### config.mk
export PLATFORM = sky130hd
export DESIGN_NAME = wide_mem_arbiter_flat
export DESIGN_NICKNAME = d
export VERILOG_FILES = /design/src/rtl/wide_mem_arbiter_if.sv /design/src/rtl/wide_mem_arbiter.sv /design/src/flat_wrapper.sv
export SDC_FILE = /design/constraint.sdc
export NUM_CORES = 1
export LEC_CHECK = 0
export ABC_AREA = 1
export BUFFER_PORTS_ARGS = -buffer_cell sky130_fd_sc_hd__clkbuf_2
export CORE_AREA = 2 2 372 374
export DETAILED_ROUTE_END_ITERATION = 8
export DIE_AREA = 0 0 374 376
export GPL_TIMING_DRIVEN = 0
export SYNTH_ARGS = -nofsm -noshare
export SYNTH_HDL_FRONTEND = slang
export SYNTH_SLANG_ARGS = --single-unit
### constraint.sdc
create_clock -name clk -period 2.9 [get_ports clk]
set_input_delay 0.29 -clock clk [delete_from_list [all_inputs] [get_ports clk]]
set_output_delay 0.29 -clock clk [all_outputs]
set_load 0.03 [all_outputs]
### src/rtl/wide_mem_arbiter_if.sv
// -----------------------------------------------------------------------------
// wide_mem_arbiter_if
//   Tagged wide-memory channel bundle. It carries a command channel, a
//   write-data channel and a response channel. The same interface describes
//   a client link and the memory-side link. The two links differ only in
//   TAG_W.
//
//   Parameters:
//     ADDR_W  command address width
//     DATA_W  data beat width (write data and response data)
//     TAG_W   command/response tag width
//
//   Modports:
//     master  the issuer of commands and write data, and the consumer of
//             responses (a client, or the arbiter toward memory)
//     slave   the acceptor of commands and write data, and the producer of
//             responses (the arbiter toward a client, or the memory)
// -----------------------------------------------------------------------------
interface wide_mem_arbiter_if #(
  parameter int ADDR_W = 26,
  parameter int DATA_W = 128,
  parameter int TAG_W  = 5
);
  logic              cmd_valid;
  logic              cmd_ready;
  logic [ADDR_W-1:0] cmd_addr;
  logic [TAG_W-1:0]  cmd_tag;
  logic              cmd_rw;

  logic              data_valid;
  logic              data_ready;
  logic [DATA_W-1:0] data_bits;

  logic              resp_valid;
  logic              resp_ready;
  logic [DATA_W-1:0] resp_data;
  logic [TAG_W-1:0]  resp_tag;

  modport master (
    output cmd_valid, cmd_addr, cmd_tag, cmd_rw,
    output data_valid, data_bits,
    output resp_ready,
    input  cmd_ready, data_ready,
    input  resp_valid, resp_data, resp_tag
  );

  modport slave (
    input  cmd_valid, cmd_addr, cmd_tag, cmd_rw,
    input  data_valid, data_bits,
    input  resp_ready,
    output cmd_ready, data_ready,
    output resp_valid, resp_data, resp_tag
  );
endinterface

### src/rtl/wide_mem_arbiter.sv
// -----------------------------------------------------------------------------
// wide_mem_arbiter
//   Shares one wide, tagged memory port between two clients. Client 0 is the
//   narrow-link deserializer and client 1 is a second wide master.
//
//   Arbitration works on whole transactions and alternates round-robin
//   between the clients. A transaction is one command, plus its full write
//   burst of BURST_BEATS beats when the command is a write. The granted
//   client ID is stamped into the MSB of the memory tag. Responses are routed
//   back by that bit over a purely combinational path, which runs
//   independently of the command state machine.
//
//   Ports:
//     clk, reset      clock and synchronous active-high reset
//     c0, c1          client links (slave side of wide_mem_arbiter_if)
//     mem             memory link (master side, tag width CTAG_W+1)
//     perf_grant0/1   accepted memory commands per client
//     perf_stall      cycles the granted command is held off by memory
//
//   Optional feature (macro WIDE_MEM_ARB_PERF_EN):
//     When the macro is defined, the three perf outputs are 16-bit saturating
//     counters that are cleared by reset. When it is undefined, they are tied
//     to zero and no counter flops are built.
// -----------------------------------------------------------------------------
module wide_mem_arbiter #(
  parameter int ADDR_W      = 26,
  parameter int DATA_W      = 128,
  parameter int CTAG_W      = 5,
  parameter int BURST_BEATS = 4
) (
  input  logic                clk,
  input  logic                reset,
  wide_mem_arbiter_if.slave   c0,
  wide_mem_arbiter_if.slave   c1,
  wide_mem_arbiter_if.master  mem,
  output logic [15:0]         perf_grant0,
  output logic [15:0]         perf_grant1,
  output logic [15:0]         perf_stall
);

  localparam int                BEAT_W    = $clog2(BURST_BEATS);
  localparam logic [BEAT_W-1:0] LAST_BEAT = BEAT_W'(BURST_BEATS - 1);

  typedef enum logic [1:0] {
    S_IDLE = 2'd0,
    S_CMD  = 2'd1,
    S_DATA = 2'd2
  } state_t;

  state_t            r_state;
  logic              r_grant;
  logic              r_last_grant;
  logic [BEAT_W-1:0] r_beat_cnt;

  logic              w_in_cmd;
  logic              w_in_data;
  logic              w_any_req;
  logic              w_pick;
  logic              w_g_cmd_valid;
  logic              w_g_rw;
  logic [ADDR_W-1:0] w_g_addr;
  logic [CTAG_W-1:0] w_g_tag;
  logic              w_g_data_valid;
  logic [DATA_W-1:0] w_g_bits;
  logic              w_cmd_hs;
  logic              w_data_hs;
  logic              w_resp_sel;

  // Phase qualifiers are forced low during reset. Because reset is
  // synchronous, the state register may still read CMD/DATA in the reset
  // cycle, and no handshake may leak out then.
  assign w_in_cmd  = (r_state == S_CMD)  && !reset;
  assign w_in_data = (r_state == S_DATA) && !reset;

  // On a tie, the client that did not win last time is picked.
  assign w_any_req = c0.cmd_valid || c1.cmd_valid;
  assign w_pick    = (c0.cmd_valid && c1.cmd_valid) ? ~r_last_grant : c1.cmd_valid;

  // Fields of the granted client.
  assign w_g_cmd_valid  = r_grant ? c1.cmd_valid  : c0.cmd_valid;
  assign w_g_rw         = r_grant ? c1.cmd_rw     : c0.cmd_rw;
  assign w_g_addr       = r_grant ? c1.cmd_addr   : c0.cmd_addr;
  assign w_g_tag        = r_grant ? c1.cmd_tag    : c0.cmd_tag;
  assign w_g_data_valid = r_grant ? c1.data_valid : c0.data_valid;
  assign w_g_bits       = r_grant ? c1.data_bits  : c0.data_bits;

  // Memory command and write-data channels.
  assign mem.cmd_valid  = w_in_cmd && w_g_cmd_valid;
  assign mem.cmd_addr   = w_g_addr;
  assign mem.cmd_tag    = {r_grant, w_g_tag};
  assign mem.cmd_rw     = w_g_rw;
  assign mem.data_valid = w_in_data && w_g_data_valid;
  assign mem.data_bits  = w_g_bits;

  assign c0.cmd_ready  = w_in_cmd  && !r_grant && mem.cmd_ready;
  assign c1.cmd_ready  = w_in_cmd  &&  r_grant && mem.cmd_ready;
  assign c0.data_ready = w_in_data && !r_grant && mem.data_ready;
  assign c1.data_ready = w_in_data &&  r_grant && mem.data_ready;

  assign w_cmd_hs  = mem.cmd_valid  && mem.cmd_ready;
  assign w_data_hs = mem.data_valid && mem.data_ready;

  // The response path steers by the stamped tag MSB and ignores the FSM.
  // Data and tag are broadcast to both clients; only the valid is steered.
  assign w_resp_sel     = mem.resp_tag[CTAG_W];
  assign c0.resp_valid  = mem.resp_valid && !w_resp_sel;
  assign c1.resp_valid  = mem.resp_valid &&  w_resp_sel;
  assign c0.resp_data   = mem.resp_data;
  assign c1.resp_data   = mem.resp_data;
  assign c0.resp_tag    = mem.resp_tag[CTAG_W-1:0];
  assign c1.resp_tag    = mem.resp_tag[CTAG_W-1:0];
  assign mem.resp_ready = w_resp_sel ? c1.resp_ready : c0.resp_ready;

  // Transaction sequencer. IDLE is a one-cycle arbitration bubble. CMD holds
  // the grant until the command handshake completes. DATA holds it for the
  // whole write burst.
  always_ff @(posedge clk) begin
    if (reset) begin
      r_state      <= S_IDLE;
      r_grant      <= 1'b0;
      r_last_grant <= 1'b1;
      r_beat_cnt   <= '0;
    end else begin
      case (r_state)
        S_IDLE: begin
          if (w_any_req) begin
            r_grant      <= w_pick;
            r_last_grant <= w_pick;
            r_state      <= S_CMD;
          end
        end
        S_CMD: begin
          if (w_cmd_hs) begin
            r_beat_cnt <= '0;
            r_state    <= w_g_rw ? S_DATA : S_IDLE;
          end
        end
        S_DATA: begin
          if (w_data_hs) begin
            r_beat_cnt <= r_beat_cnt + BEAT_W'(1);
            if (r_beat_cnt == LAST_BEAT) begin
              r_state <= S_IDLE;
            end
          end
        end
        default: r_state <= S_IDLE;
      endcase
    end
  end

`ifdef WIDE_MEM_ARB_PERF_EN
  function automatic logic [15:0] sat_inc16(input logic [15:0] v);
    return (v == 16'hFFFF) ? v : v + 16'd1;
  endfunction

  logic [15:0] r_perf_grant0;
  logic [15:0] r_perf_grant1;
  logic [15:0] r_perf_stall;

  always_ff @(posedge clk) begin
    if (reset) begin
      r_perf_grant0 <= '0;
      r_perf_grant1 <= '0;
      r_perf_stall  <= '0;
    end else begin
      if (w_cmd_hs && !r_grant) r_perf_grant0 <= sat_inc16(r_perf_grant0);
      if (w_cmd_hs &&  r_grant) r_perf_grant1 <= sat_inc16(r_perf_grant1);
      if (mem.cmd_valid && !mem.cmd_ready) r_perf_stall <= sat_inc16(r_perf_stall);
    end
  end

  assign perf_grant0 = r_perf_grant0;
  assign perf_grant1 = r_perf_grant1;
  assign perf_stall  = r_perf_stall;
`else
  assign perf_grant0 = 16'h0;
  assign perf_grant1 = 16'h0;
  assign perf_stall  = 16'h0;
`endif

endmodule

### src/flat_wrapper.sv
// flat-port wrapper written by rule: the top's interface ports become plain ports
module wide_mem_arbiter_flat 
#(
  parameter int ADDR_W      = 26,
  parameter int DATA_W      = 128,
  parameter int CTAG_W      = 5,
  parameter int BURST_BEATS = 4
)
  (clk, reset, perf_grant0, perf_grant1, perf_stall, c0_cmd_valid, c0_cmd_addr, c0_cmd_tag, c0_cmd_rw, c0_data_valid, c0_data_bits, c0_resp_ready, c0_cmd_ready, c0_data_ready, c0_resp_valid, c0_resp_data, c0_resp_tag, c1_cmd_valid, c1_cmd_addr, c1_cmd_tag, c1_cmd_rw, c1_data_valid, c1_data_bits, c1_resp_ready, c1_cmd_ready, c1_data_ready, c1_resp_valid, c1_resp_data, c1_resp_tag, mem_cmd_valid, mem_cmd_addr, mem_cmd_tag, mem_cmd_rw, mem_data_valid, mem_data_bits, mem_resp_ready, mem_cmd_ready, mem_data_ready, mem_resp_valid, mem_resp_data, mem_resp_tag);
  wide_mem_arbiter_if #(.ADDR_W(ADDR_W), .DATA_W(DATA_W), .TAG_W(CTAG_W)) c0_i ();
  wide_mem_arbiter_if #(.ADDR_W(ADDR_W), .DATA_W(DATA_W), .TAG_W(CTAG_W)) c1_i ();
  wide_mem_arbiter_if #(.ADDR_W(ADDR_W), .DATA_W(DATA_W), .TAG_W((CTAG_W + 1))) mem_i ();
  input  logic clk;
  input  logic reset;
  output logic [15:0] perf_grant0;
  output logic [15:0] perf_grant1;
  output logic [15:0] perf_stall;
  input wire logic [$bits(c0_i.cmd_valid)-1:0] c0_cmd_valid;
  input wire logic [$bits(c0_i.cmd_addr)-1:0] c0_cmd_addr;
  input wire logic [$bits(c0_i.cmd_tag)-1:0] c0_cmd_tag;
  input wire logic [$bits(c0_i.cmd_rw)-1:0] c0_cmd_rw;
  input wire logic [$bits(c0_i.data_valid)-1:0] c0_data_valid;
  input wire logic [$bits(c0_i.data_bits)-1:0] c0_data_bits;
  input wire logic [$bits(c0_i.resp_ready)-1:0] c0_resp_ready;
  output wire logic [$bits(c0_i.cmd_ready)-1:0] c0_cmd_ready;
  output wire logic [$bits(c0_i.data_ready)-1:0] c0_data_ready;
  output wire logic [$bits(c0_i.resp_valid)-1:0] c0_resp_valid;
  output wire logic [$bits(c0_i.resp_data)-1:0] c0_resp_data;
  output wire logic [$bits(c0_i.resp_tag)-1:0] c0_resp_tag;
  input wire logic [$bits(c1_i.cmd_valid)-1:0] c1_cmd_valid;
  input wire logic [$bits(c1_i.cmd_addr)-1:0] c1_cmd_addr;
  input wire logic [$bits(c1_i.cmd_tag)-1:0] c1_cmd_tag;
  input wire logic [$bits(c1_i.cmd_rw)-1:0] c1_cmd_rw;
  input wire logic [$bits(c1_i.data_valid)-1:0] c1_data_valid;
  input wire logic [$bits(c1_i.data_bits)-1:0] c1_data_bits;
  input wire logic [$bits(c1_i.resp_ready)-1:0] c1_resp_ready;
  output wire logic [$bits(c1_i.cmd_ready)-1:0] c1_cmd_ready;
  output wire logic [$bits(c1_i.data_ready)-1:0] c1_data_ready;
  output wire logic [$bits(c1_i.resp_valid)-1:0] c1_resp_valid;
  output wire logic [$bits(c1_i.resp_data)-1:0] c1_resp_data;
  output wire logic [$bits(c1_i.resp_tag)-1:0] c1_resp_tag;
  output wire logic [$bits(mem_i.cmd_valid)-1:0] mem_cmd_valid;
  output wire logic [$bits(mem_i.cmd_addr)-1:0] mem_cmd_addr;
  output wire logic [$bits(mem_i.cmd_tag)-1:0] mem_cmd_tag;
  output wire logic [$bits(mem_i.cmd_rw)-1:0] mem_cmd_rw;
  output wire logic [$bits(mem_i.data_valid)-1:0] mem_data_valid;
  output wire logic [$bits(mem_i.data_bits)-1:0] mem_data_bits;
  output wire logic [$bits(mem_i.resp_ready)-1:0] mem_resp_ready;
  input wire logic [$bits(mem_i.cmd_ready)-1:0] mem_cmd_ready;
  input wire logic [$bits(mem_i.data_ready)-1:0] mem_data_ready;
  input wire logic [$bits(mem_i.resp_valid)-1:0] mem_resp_valid;
  input wire logic [$bits(mem_i.resp_data)-1:0] mem_resp_data;
  input wire logic [$bits(mem_i.resp_tag)-1:0] mem_resp_tag;
  assign c0_i.cmd_valid = c0_cmd_valid;
  assign c0_i.cmd_addr = c0_cmd_addr;
  assign c0_i.cmd_tag = c0_cmd_tag;
  assign c0_i.cmd_rw = c0_cmd_rw;
  assign c0_i.data_valid = c0_data_valid;
  assign c0_i.data_bits = c0_data_bits;
  assign c0_i.resp_ready = c0_resp_ready;
  assign c0_cmd_ready = c0_i.cmd_ready;
  assign c0_data_ready = c0_i.data_ready;
  assign c0_resp_valid = c0_i.resp_valid;
  assign c0_resp_data = c0_i.resp_data;
  assign c0_resp_tag = c0_i.resp_tag;
  assign c1_i.cmd_valid = c1_cmd_valid;
  assign c1_i.cmd_addr = c1_cmd_addr;
  assign c1_i.cmd_tag = c1_cmd_tag;
  assign c1_i.cmd_rw = c1_cmd_rw;
  assign c1_i.data_valid = c1_data_valid;
  assign c1_i.data_bits = c1_data_bits;
  assign c1_i.resp_ready = c1_resp_ready;
  assign c1_cmd_ready = c1_i.cmd_ready;
  assign c1_data_ready = c1_i.data_ready;
  assign c1_resp_valid = c1_i.resp_valid;
  assign c1_resp_data = c1_i.resp_data;
  assign c1_resp_tag = c1_i.resp_tag;
  assign mem_cmd_valid = mem_i.cmd_valid;
  assign mem_cmd_addr = mem_i.cmd_addr;
  assign mem_cmd_tag = mem_i.cmd_tag;
  assign mem_cmd_rw = mem_i.cmd_rw;
  assign mem_data_valid = mem_i.data_valid;
  assign mem_data_bits = mem_i.data_bits;
  assign mem_resp_ready = mem_i.resp_ready;
  assign mem_i.cmd_ready = mem_cmd_ready;
  assign mem_i.data_ready = mem_data_ready;
  assign mem_i.resp_valid = mem_resp_valid;
  assign mem_i.resp_data = mem_resp_data;
  assign mem_i.resp_tag = mem_resp_tag;
  wide_mem_arbiter #(.ADDR_W(ADDR_W), .DATA_W(DATA_W), .CTAG_W(CTAG_W), .BURST_BEATS(BURST_BEATS)) u_core (.clk(clk), .reset(reset), .c0(c0_i), .c1(c1_i), .mem(mem_i), .perf_grant0(perf_grant0), .perf_grant1(perf_grant1), .perf_stall(perf_stall));
endmodule
==> impl_metrics.tcl <==
set metrics [dict create \
    run_status "finished, final reports clean" \
    place.detailed.hpwl_um 80500 \
    powerDensity_nw_per_um2 495 \
    synth.top_cells.by_count "501 x nand2_1, 316 x buf_4, 24 x buf_2" \
    synthMostInstantiatedCell "nand2_1" \
    clock_sink_count 6 \
    finalHoldWorstSlack_ns 0.285 \
    routed_wirelength_um 83900 \
    routed_via_count 8376 \
    fp.coreArea_um2 137000 \
    globalRouteTotalUtil 0.113 \
    rows 136 \
    clk_path_buf_depth 2 \
    leakage_uw 0.00668 \
    cap_viol_max_count 0 \
    maxSlewHeadroom 0.552 \
    die_area_um2 141000 \
    rsz0062_at_grt "no" \
    cts.clk_slew.worst_paths_ns 0.03 \
    timing.final.setup_violations 0 \
    root_buffer "clkbuf_16" \
    final-instance-count-excl-fill 3538 \
    power_spent_charging_and_discharging_nets_uw 4050 \
    number_of_buffer_cells_added_on_primary_ports 767 \
    r2r_start "u_core.r_grant" \
    die_width_um 374 \
    power.switching_fraction 0.731 \
    ys_types 17 \
    drc 0 \
    crit_path_start_kind "register" \
    critPathCaptureType "output port" \
    postSynthAreaPerCell_um2 5.29 \
    antenna_found_initial 28 \
    clock_insertion_delay_worst_skew_ns 0.23 \
    p_int_uw 1490 \
    reg2regPathDepth 9 \
    grt-ovfl-total 0 \
    max-vdd-ir-drop_uv 344 \
    yosys_most_used_dff "dfxtp_1" \
    synth.top_cell.area_share 0.494 \
    grt_max_degree 20 \
    post-place-cells 3517 \
    grt_pass1_wl_um 99600 \
    die-height_um 376 \
    tns_ns 0 \
    worstSetupPathType "reg -> out" \
    synth_async_sr_flop_share 0 \
    grt_pass1_vias 8188 \
    edff_count_synth 0 \
    drive_above_1_share 0.646 \
    cp-endpoint "mem_data_bits[49]" \
    yosys-top-cells-area "buf_4 49%, nand2_1 39%, buf_2 2.5%, dfxtp_1 2.5%, inv_1 1.1%" \
    share_of_the_yosys_chip_area_belonging_to_registers 0.0250 \
    final_worst_clock_skew_ns 0.00255 \
    synth.largest_area_cell "buf_4" \
    routed_wire_length_per_instance_um 23.7 \
    final_cell_area_um2 11200 \
    cts_tree "done" \
    drtIter0Drc 226 \
    ios 949 \
    per_cell_via_count_in_the_routed_design 2.37 \
    gp_congestion 0.883 \
    detailed_place.area_um2 11100 \
    critPathMaxFanout 10 \
    hold_crit_path_type "in -> reg" \
    worst-r2r-setup-slack_ns 1.40 \
    num-nets-final 2196 \
    p_clk_frac 0.040 \
    worst_slew_pin_slew_ns 0.671 \
    worst_r2r_endpoint "u_core.r_beat_cnt[1]" \
    count_of_state_elements_after_synthesis 6 \
    postcts_setup_bufs 0 \
    share_comb_of_total_power 0.937 \
    drtPass1Iterations 5 \
    final_hold_vios 0 \
    mappedNetlistArea_um2 4810 \
    postRouteAntennaNets 0 \
    cts_htree_levels 1 \
    initial_core_util 0.0352 \
    max_freq_mhz 374 \
    maxSlewViolCount 0 \
    timing.critical_path.required_ns 2.61 \
    cts_inserted_buffers 3 \
    post-route-period-util 0.921 \
    yosysWarnings 0 \
    design_power_uw 5540 \
    postSynthCellCount 909 \
    post-route-min-period_ns 2.67 \
    critPathLaunch "u_core.r_grant" \
    syn_to_final_growth_pct 133 \
    critPathArrivalTime_ns 2.38 \
    sequentialPowerShare 0.023 \
]
## cells by family after synthesis
| kind of cell | share of synthesized area |
|---|---|
| and+or+nand+nor | 0.415 |
| buffers and inverters | 0.540 |
| AOI/OAI and AO/OA | 0.00625 |
| DFF | 0.0250 |
| adders and majority gates | 0.0104 |
| muxes | 0.00234 |
| other | 0.000780 |
## state kept, by name, summed over array words and instances, names as in the netlist
name	count
u_core.r_grant	1
u_core.r_beat_cnt	2
u_core.r_last_grant	1
u_core.r_state	2
## how the worst min path moves through the flow
stage	from	cells past startpoint	endpoint	slack, ns
2_1_floorplan	reset	1	u_core.r_grant	0.36
3_3_place_gp	u_core.r_last_grant	2	u_core.r_last_grant	0.44
3_5_place_dp	u_core.r_last_grant	2	u_core.r_last_grant	0.45
4_1_cts	reset	2	u_core.r_grant	0.29
5_1_grt	reset	2	u_core.r_grant	0.29
6_report	reset	2	u_core.r_grant	0.28
## layer usage
metal / share of wire / global-route usage
met5: 0.00097 / 0
met4: 0.019 / 0.0188
met3: 0.13 / 0.0610
met2: 0.46 / 0.187
met1: 0.38 / 0.129
## worst max-delay path, stage by stage (launching register included)
cell	delay, ns
dfxtp_1	0.41
buf_4	0.30
clkbuf_2	0.49
nand2_1	0.29
nand2_1	0.16
clkbuf_2	0.44
## metrics by stage
stage | util | setup slack [ns]
floorplan | - | 1.16
CTS | 0.0815 | 0.0403
finish | 0.0819 | 0.229
global placement | 0.0810 | -0.289
detailed placement | 0.0810 | -0.278
global route | 0.0818 | 0.0521
## cell type report
cell class	instances	area, µm²
clock buffers	3	75.1
fillers	16284	125000
diodes	19	47.5
inverters	15	56.3
well taps	1794	2240
multi-input cells	584	2260
repair buffers	767	3840
plain buffers	350	2540
flip-flops and latches	6	120
## power groups by stage
stage          registers (µW)  logic [µW]  clock network (µW)
6_report                  127        5190                 223
5_1_grt                   130        5550                 234
4_1_cts                   127        5440                 227
3_5_place_dp              128        5420                   0
3_3_place_gp              126        5400                   0
2_1_floorplan             123        2730                   0
## cell usage in the layout (no fill, tap or decap), drive strengths merged
master and count:
diode 19, mux2 1, a21oi 5, nand3 6, conb 48, o21ai 1
nand2 501, inv 15, dfxtp 6, ha 4, nor2 14, clkbuf 780
nor3 4, buf 340
## what timing repair did
action | in CTS | in global routing
setup endpoints to repair | 23 | 0
resized for setup | 3 | 0
hold buffers | 0 | 0
No activity file was read; power rests on OpenSTA's default activity.
